$ cat config.mk
export PLATFORM = sky130hd
export DESIGN_NAME = fft_bfly_r2_flat
export DESIGN_NICKNAME = d
export VERILOG_FILES = /design/src/rtl/fft_bfly_r2_if.sv /design/src/rtl/fft_bfly_r2.sv /design/src/flat_wrapper.sv
export SDC_FILE = /design/constraint.sdc
export NUM_CORES = 2
export LEC_CHECK = 0
export ABC_AREA = 1
export BUFFER_PORTS_ARGS = -buffer_cell sky130_fd_sc_hd__buf_4
export CORE_MARGIN = 4
export CORE_UTILIZATION = 37
export CTS_CLUSTER_SIZE = 30
export DETAILED_ROUTE_END_ITERATION = 8
export HOLD_SLACK_MARGIN = 0.1
export SLEW_MARGIN = 20
export SYNTH_ARGS = -nofsm -noshare
export SYNTH_HDL_FRONTEND = slang
export SYNTH_SLANG_ARGS = --single-unit
$ cat constraint.sdc
create_clock -name clk -period 8.7 [get_ports clk]
set_clock_uncertainty 0.15 [all_clocks]
set_input_delay 1.305 -clock clk [delete_from_list [all_inputs] [get_ports clk]]
set_output_delay 1.305 -clock clk [all_outputs]
set_load 0.01 [all_outputs]
$ cat src/rtl/fft_bfly_r2_if.sv
// Sample/twiddle and result bundle for the radix-2 butterfly.
// master = upstream source driving A/B/W; slave = the butterfly itself.
interface fft_bfly_r2_if #(
  parameter int DW = 16
);
  logic                 in_valid;
  logic signed [DW-1:0] a_r, a_i;
  logic signed [DW-1:0] b_r, b_i;
  logic signed [DW-1:0] w_r, w_i;
  logic                 ovf_clr;
  logic                 out_valid;
  logic signed [DW-1:0] x_r, x_i;
  logic signed [DW-1:0] y_r, y_i;
  logic                 ovf;

  modport master (
    output in_valid, a_r, a_i, b_r, b_i, w_r, w_i, ovf_clr,
    input  out_valid, x_r, x_i, y_r, y_i, ovf
  );

  modport slave (
    input  in_valid, a_r, a_i, b_r, b_i, w_r, w_i, ovf_clr,
    output out_valid, x_r, x_i, y_r, y_i, ovf
  );
endinterface

$ cat src/rtl/fft_bfly_r2.sv
// 3-stage radix-2 DIT butterfly X = A + B*W, Y = A - B*W with sticky saturation flag.
// Define FFT_BFLY_SCALE_EN to halve the stage-3 sums (round half-up) instead of saturating.
module fft_bfly_r2 #(
  parameter int DW  = 16,
  parameter int LAT = 3
) (
  input  logic         clk,
  input  logic         rst,
  fft_bfly_r2_if.slave bus
);
  localparam int PW = 2*DW;
  localparam int TW = 2*DW+1;
  localparam int SW = DW+1;

  typedef struct packed {
    logic signed [DW-1:0] re;
    logic signed [DW-1:0] im;
  } cplx_t;

  generate
    if (LAT != 3) begin : g_lat_chk
      $error("fft_bfly_r2: LAT must be 3");
    end
  endgenerate

  // Round half-up from Q2.30 back to Q1.15, then clamp; returns {clip, value}.
  function automatic logic [DW:0] sat_t(input logic signed [TW-1:0] v);
    logic signed [TW-1:0] q;
    q = (v + TW'(1 << (DW-2))) >>> (DW-1);
    if ((&q[TW-1:DW-1]) || !(|q[TW-1:DW-1]))
      return {1'b0, q[DW-1:0]};
    return {1'b1, q[TW-1], {(DW-1){~q[TW-1]}}};
  endfunction

  logic [LAT:1]         vld_pipe;
  logic signed [PW-1:0] p_rr, p_ii, p_ri, p_ir;
  cplx_t                a1, a2, t2;
  logic [DW:0]          st_r, st_i;
  logic                 ev2, ev3;
  logic signed [SW-1:0] sx_r, sx_i, sy_r, sy_i;
  logic signed [DW-1:0] x_r_n, x_i_n, y_r_n, y_i_n;
  logic signed [DW-1:0] x_r_q, x_i_q, y_r_q, y_i_q;
  logic                 ovf_q;

  always_comb begin
    st_r = sat_t(TW'(p_rr) - TW'(p_ii));
    st_i = sat_t(TW'(p_ri) + TW'(p_ir));
    ev2  = st_r[DW] | st_i[DW];
    sx_r = SW'(a2.re) + SW'(t2.re);
    sx_i = SW'(a2.im) + SW'(t2.im);
    sy_r = SW'(a2.re) - SW'(t2.re);
    sy_i = SW'(a2.im) - SW'(t2.im);
  end

`ifdef FFT_BFLY_SCALE_EN
  // Halving a DW+1 sum always lands back in DW bits, so no clip is possible here.
  always_comb begin
    x_r_n = DW'((sx_r + SW'(1)) >>> 1);
    x_i_n = DW'((sx_i + SW'(1)) >>> 1);
    y_r_n = DW'((sy_r + SW'(1)) >>> 1);
    y_i_n = DW'((sy_i + SW'(1)) >>> 1);
    ev3   = 1'b0;
  end
`else
  function automatic logic [DW:0] sat_s(input logic signed [SW-1:0] v);
    if (v[SW-1] == v[SW-2])
      return {1'b0, v[DW-1:0]};
    return {1'b1, v[SW-1], {(DW-1){~v[SW-1]}}};
  endfunction

  logic c_xr, c_xi, c_yr, c_yi;

  always_comb begin
    {c_xr, x_r_n} = sat_s(sx_r);
    {c_xi, x_i_n} = sat_s(sx_i);
    {c_yr, y_r_n} = sat_s(sy_r);
    {c_yi, y_i_n} = sat_s(sy_i);
    ev3 = c_xr | c_xi | c_yr | c_yi;
  end
`endif

  always_ff @(posedge clk) begin
    if (rst) begin
      vld_pipe <= '0;
      p_rr     <= '0;
      p_ii     <= '0;
      p_ri     <= '0;
      p_ir     <= '0;
      a1       <= '0;
      a2       <= '0;
      t2       <= '0;
      x_r_q    <= '0;
      x_i_q    <= '0;
      y_r_q    <= '0;
      y_i_q    <= '0;
      ovf_q    <= 1'b0;
    end else begin
      vld_pipe <= {vld_pipe[LAT-1:1], bus.in_valid};
      if (bus.in_valid) begin
        p_rr <= PW'(bus.b_r) * PW'(bus.w_r);
        p_ii <= PW'(bus.b_i) * PW'(bus.w_i);
        p_ri <= PW'(bus.b_r) * PW'(bus.w_i);
        p_ir <= PW'(bus.b_i) * PW'(bus.w_r);
        a1   <= '{re: bus.a_r, im: bus.a_i};
      end
      if (vld_pipe[1]) begin
        a2 <= a1;
        t2 <= '{re: st_r[DW-1:0], im: st_i[DW-1:0]};
      end
      if (vld_pipe[2]) begin
        x_r_q <= x_r_n;
        x_i_q <= x_i_n;
        y_r_q <= y_r_n;
        y_i_q <= y_i_n;
      end
      // A fresh clip outranks a same-cycle clear so no event is ever lost.
      if ((vld_pipe[1] && ev2) || (vld_pipe[2] && ev3))
        ovf_q <= 1'b1;
      else if (bus.ovf_clr)
        ovf_q <= 1'b0;
    end
  end

  assign bus.out_valid = vld_pipe[LAT];
  assign bus.x_r       = x_r_q;
  assign bus.x_i       = x_i_q;
  assign bus.y_r       = y_r_q;
  assign bus.y_i       = y_i_q;
  assign bus.ovf       = ovf_q;
endmodule

$ cat src/flat_wrapper.sv
// flat-port wrapper written by rule: the top's interface ports become plain ports
module fft_bfly_r2_flat 
#(
  parameter int DW  = 16,
  parameter int LAT = 3
)
  (clk, rst, bus_in_valid, bus_a_r, bus_a_i, bus_b_r, bus_b_i, bus_w_r, bus_w_i, bus_ovf_clr, bus_out_valid, bus_x_r, bus_x_i, bus_y_r, bus_y_i, bus_ovf);
  fft_bfly_r2_if #(.DW(DW)) bus_i ();
  input  logic clk;
  input  logic rst;
  input wire logic [$bits(bus_i.in_valid)-1:0] bus_in_valid;
  input wire logic [$bits(bus_i.a_r)-1:0] bus_a_r;
  input wire logic [$bits(bus_i.a_i)-1:0] bus_a_i;
  input wire logic [$bits(bus_i.b_r)-1:0] bus_b_r;
  input wire logic [$bits(bus_i.b_i)-1:0] bus_b_i;
  input wire logic [$bits(bus_i.w_r)-1:0] bus_w_r;
  input wire logic [$bits(bus_i.w_i)-1:0] bus_w_i;
  input wire logic [$bits(bus_i.ovf_clr)-1:0] bus_ovf_clr;
  output wire logic [$bits(bus_i.out_valid)-1:0] bus_out_valid;
  output wire logic [$bits(bus_i.x_r)-1:0] bus_x_r;
  output wire logic [$bits(bus_i.x_i)-1:0] bus_x_i;
  output wire logic [$bits(bus_i.y_r)-1:0] bus_y_r;
  output wire logic [$bits(bus_i.y_i)-1:0] bus_y_i;
  output wire logic [$bits(bus_i.ovf)-1:0] bus_ovf;
  assign bus_i.in_valid = bus_in_valid;
  assign bus_i.a_r = bus_a_r;
  assign bus_i.a_i = bus_a_i;
  assign bus_i.b_r = bus_b_r;
  assign bus_i.b_i = bus_b_i;
  assign bus_i.w_r = bus_w_r;
  assign bus_i.w_i = bus_w_i;
  assign bus_i.ovf_clr = bus_ovf_clr;
  assign bus_out_valid = bus_i.out_valid;
  assign bus_x_r = bus_i.x_r;
  assign bus_x_i = bus_i.x_i;
  assign bus_y_r = bus_i.y_r;
  assign bus_y_i = bus_i.y_i;
  assign bus_ovf = bus_i.ovf;
  fft_bfly_r2 #(.DW(DW), .LAT(LAT)) u_core (.clk(clk), .rst(rst), .bus(bus_i));
endmodule
==> impl_metrics.tcl <==
set metrics [dict create \
    setup-tns-final_ns 0 \
    floorplan.die_area_um2 169000 \
    dpl_worst_slack_ns 1.04 \
    ctsHoldBuffers 0 \
    number_of_antenna_violations_at_the_first_check_in_global_routing 9 \
    postCtsSetupBuffers 0 \
    clock.fmax_mhz 139 \
    hp-start "u_core.p_ii[2]" \
    avgRoutedWirePerCell_um 18.4 \
    yosysSeqAreaShare_pct 9.72 \
    num_rows 147 \
    grt.overflow.total 0 \
    timing.rr.end "u_core.bus.x_i[11]" \
    num-fill-cells 17100 \
    status "finished, final reports clean" \
    worst_setup_path_end_kind "flip-flop" \
    worst_skew_pair.late_latency_ns 0.59 \
    dpl.hpwl_um 150000 \
    drc 0 \
    report.final.setup_viol 0 \
    synth.distinct_cells 56 \
    category_of_the_critical_setup_timing_path "primary input to flip-flop" \
    final_hold_viol_count 0 \
    synth_area_per_cell_um2 7.39 \
    firstDrtPassIters 6 \
    r2r_start "u_core.t2[1]" \
    finish.net_count 9717 \
    postLayoutSetupSlackWorst_ns 1.49 \
    drive_gt1_share_pct 4.14 \
    worst_ep_arrival_time_ns 7.53 \
    worst_pin_slew_ns 1.04 \
    cts_inserted_buffers 36 \
    ff2ff_path_depth 22 \
    syn-instance-count 8140 \
    critPathLaunchType "primary input" \
    die-width_um 411 \
    finalInstanceArea_um2 64200 \
    vias 49900 \
    gpl.final_weighted_congestion 0.925 \
    io_pins 166 \
    timing.hold.worst_path_depth 2 \
    global_route.usage.met2_pct 37.3 \
    timing.critical_path.required_ns 9.03 \
    cts.sink_count 292 \
    clock-root-buffer "clkbuf_16" \
    ff2ff_setup_slack_ns 4.73 \
    detail_route.iter0.violations 3525 \
    max-cap-violations 0 \
    placed_cell_area_um2 63000 \
    min-delay-path-class "flip-flop to flip-flop" \
    synth.yosys.warnings 0 \
    path_clk_slew_ns 0.06 \
    floorplan.die.height_um 411 \
    final_antenna_net_count 0 \
    finalWirelength_um 188000 \
    cts-resized-gates 0 \
    grt_setup_unrepaired "false" \
    multi_input_comb_area_um2 44900 \
    max_transition_viols_final 0 \
    cell_repeated_most_along_the_worst_path "fa_1" \
    cp-startpoint "bus_w_r[1]" \
    cts_max_path_buffers 3 \
    global_route_wire_length_before_repair_um 299000 \
    fin_crit_sh_pct 82.8 \
    synth_edf_count 0 \
    cp_slowest_cell "fa_1" \
    slew-limit-headroom_pct 30.9 \
    vias_per_cell 4.88 \
    placeableCoreArea_um2 161000 \
    netlist_area_um2 60100 \
    synth_flop_cell "dfxtp_1" \
    critPathMaxFanout 32 \
    synth_fp_nets 9814 \
    clock_tree_from_tritoncts "done" \
    global_route.usage.total_pct 22.5 \
    hold_path_end "u_core.p_ii[2]" \
    slowest_stage_delay_cp_ns 0.85 \
    start_util_pct 37.3 \
    fin_cells 10200 \
    port_buffers 165 \
    synth-async-reset-ratio_pct 0 \
    timing.critical_path.cells "buf_4 -> nand2_1 -> inv_1 -> fa_1 -> fa_1 -> fa_1 -> fa_1 -> fa_1 -> inv_1 -> fa_1 -> inv_1 -> ha_1 -> a21oi_1 -> o21ai_0 -> a221oi_1 -> nand3_1 -> nand2_1 -> nand2_1 -> o21bai_1 -> inv_1" \
    top_usage_layer "met2" \
    regArea_um2 5850 \
    cts_max_level 2 \
    place.detailed.instances 10200 \
    met3_usage_pct 2.12 \
    grt_max_degree 145 \
    synth_seq_cells 292 \
    area_growth_from_synthesis_to_layout_pct 6.78 \
    first_global_vias 52400 \
    groute.layer.met1.usage_pct 31.1 \
    period_minus_slack_ns 7.21 \
]
[cells in the mapped netlist (all sizes together) (5+ instances only)]
library cell	instances	area, µm²
o21bai	33	255
a221oi	8	70.1
xnor2	40	350
fa	1052	21100
inv	2152	8080
nand3	186	931
o221ai	5	43.8
a21oi	370	1970
nand3b	8	60.1
a211oi	5	37.5
o21ai	425	2140
or2	10	62.6
a21o	26	195
xor2	86	753
clkbuf	280	1060
nand4	48	300
nand2	1794	6800
ha	522	6530
dfxtp	292	5850
nor2	589	2250
a21boi	17	128
buf	36	213
nor3	54	285
a31oi	52	325
o211ai	21	158
[layout make-up]
class | instances | area share (%)
Timing Repair Buffer | 181 | 2.16
Clock buffer | 49 | 1.60
Multi-Input combinational cell | 5377 | 70.0
Antenna cell | 9 | 0.0351
Inverter | 2155 | 12.6
Sequential cell | 292 | 9.11
Clock inverter | 16 | 0.302
Tap cell | 2160 | 4.21
[placed cells by master (no fill, tap or decap), types with 5 or more instances in the layout]
cell type,Yosys,final
nand2_1,1771,1771
or2_2,10,10
clkbuf_16,0,36
buf_4,4,179
o221ai_1,5,5
a21oi_1,343,343
a221oi_1,8,8
a21boi_0,11,11
xor2_1,86,86
a21boi_1,6,6
nand4_1,48,48
nand3_1,186,186
a211oi_1,5,5
a31oi_1,52,52
nor2_2,7,7
diode_2,0,9
dfxtp_1,292,290
o211ai_1,21,21
clkbuf_8,0,8
o21ai_1,8,8
nor3_1,51,51
nand2_2,21,21
nor2_1,579,579
fa_1,1052,1052
inv_1,2149,2147
a21oi_2,25,25
xnor2_1,40,40
o21bai_1,31,31
ha_1,522,522
nand3b_1,8,8
clkbuf_1,276,5
a21o_1,26,26
o21ai_0,414,414
[cell families after synthesis]
kind of cell / synth area share (%)
xor+xnor: 1.84
flops: 9.72
simple gates: 17.9
compound gates: 9.04
fa+ha+maj: 45.9
buf+inv: 15.6
[layer usage]
layer | vias to the layer above | wire [µm] | part of all wire [%]
li1 | 23900 | - | -
met1 | 24500 | 84500 | 45
met2 | 1332 | 86700 | 46
met3 | 217 | 10500 | 5.6
met4 | 2 | 6610 | 3.5
met5 | - | 13 | 0.0069
[worst max-delay path by stage]
| stage | endpoint | slack, ns | cells after the start |
|---|---|---|---|
| after CTS | u_core.p_rr[31] | 1.63 | 22 |
| after floorplan | u_core.p_rr[31] | 1.94 | 22 |
| after global routing | u_core.p_ri[27] | 1.20 | 22 |
| final | u_core.p_ir[28] | 1.49 | 20 |
| after global placement | u_core.p_ii[26] | 1.0 | 20 |
| after detailed placement | u_core.p_ri[27] | 1.04 | 22 |
[critical path, delay by kind of cell]
| kind | cells | cell delay, ns |
|---|---|---|
| buffers and inverters | 5 | 0.69 |
| AO/OA/AOI/OAI | 4 | 1.13 |
| adder cells (fa/ha/maj) | 7 | 3.88 |
| AND/OR/NAND/NOR | 4 | 0.53 |
[per-stage QoR]
stage	hold WS [ns]	utilization, %
finish	0.316	39.8
global route	0.343	39.8
CTS	0.322	39.8
detailed placement	0.313	39.1
global placement	0.302	39.1
floorplan	0.290	-
[sequential cells by signal, indices dropped and copies added, names as in the netlist]
signal,cells
u_core.t2,32
u_core.a2,32
u_core.p_ri,32
u_core.bus.x_r,16
u_core.bus.x_i,16
u_core.vld_pipe,3
u_core.bus.ovf,1
u_core.p_ii,32
u_core.a1,32
u_core.bus.y_i,16
u_core.p_ir,32
u_core.bus.y_r,16
u_core.p_rr,32
Power is not shown: default switching activity piles up to over one toggle a cycle in this logic, so the estimate is an artifact.
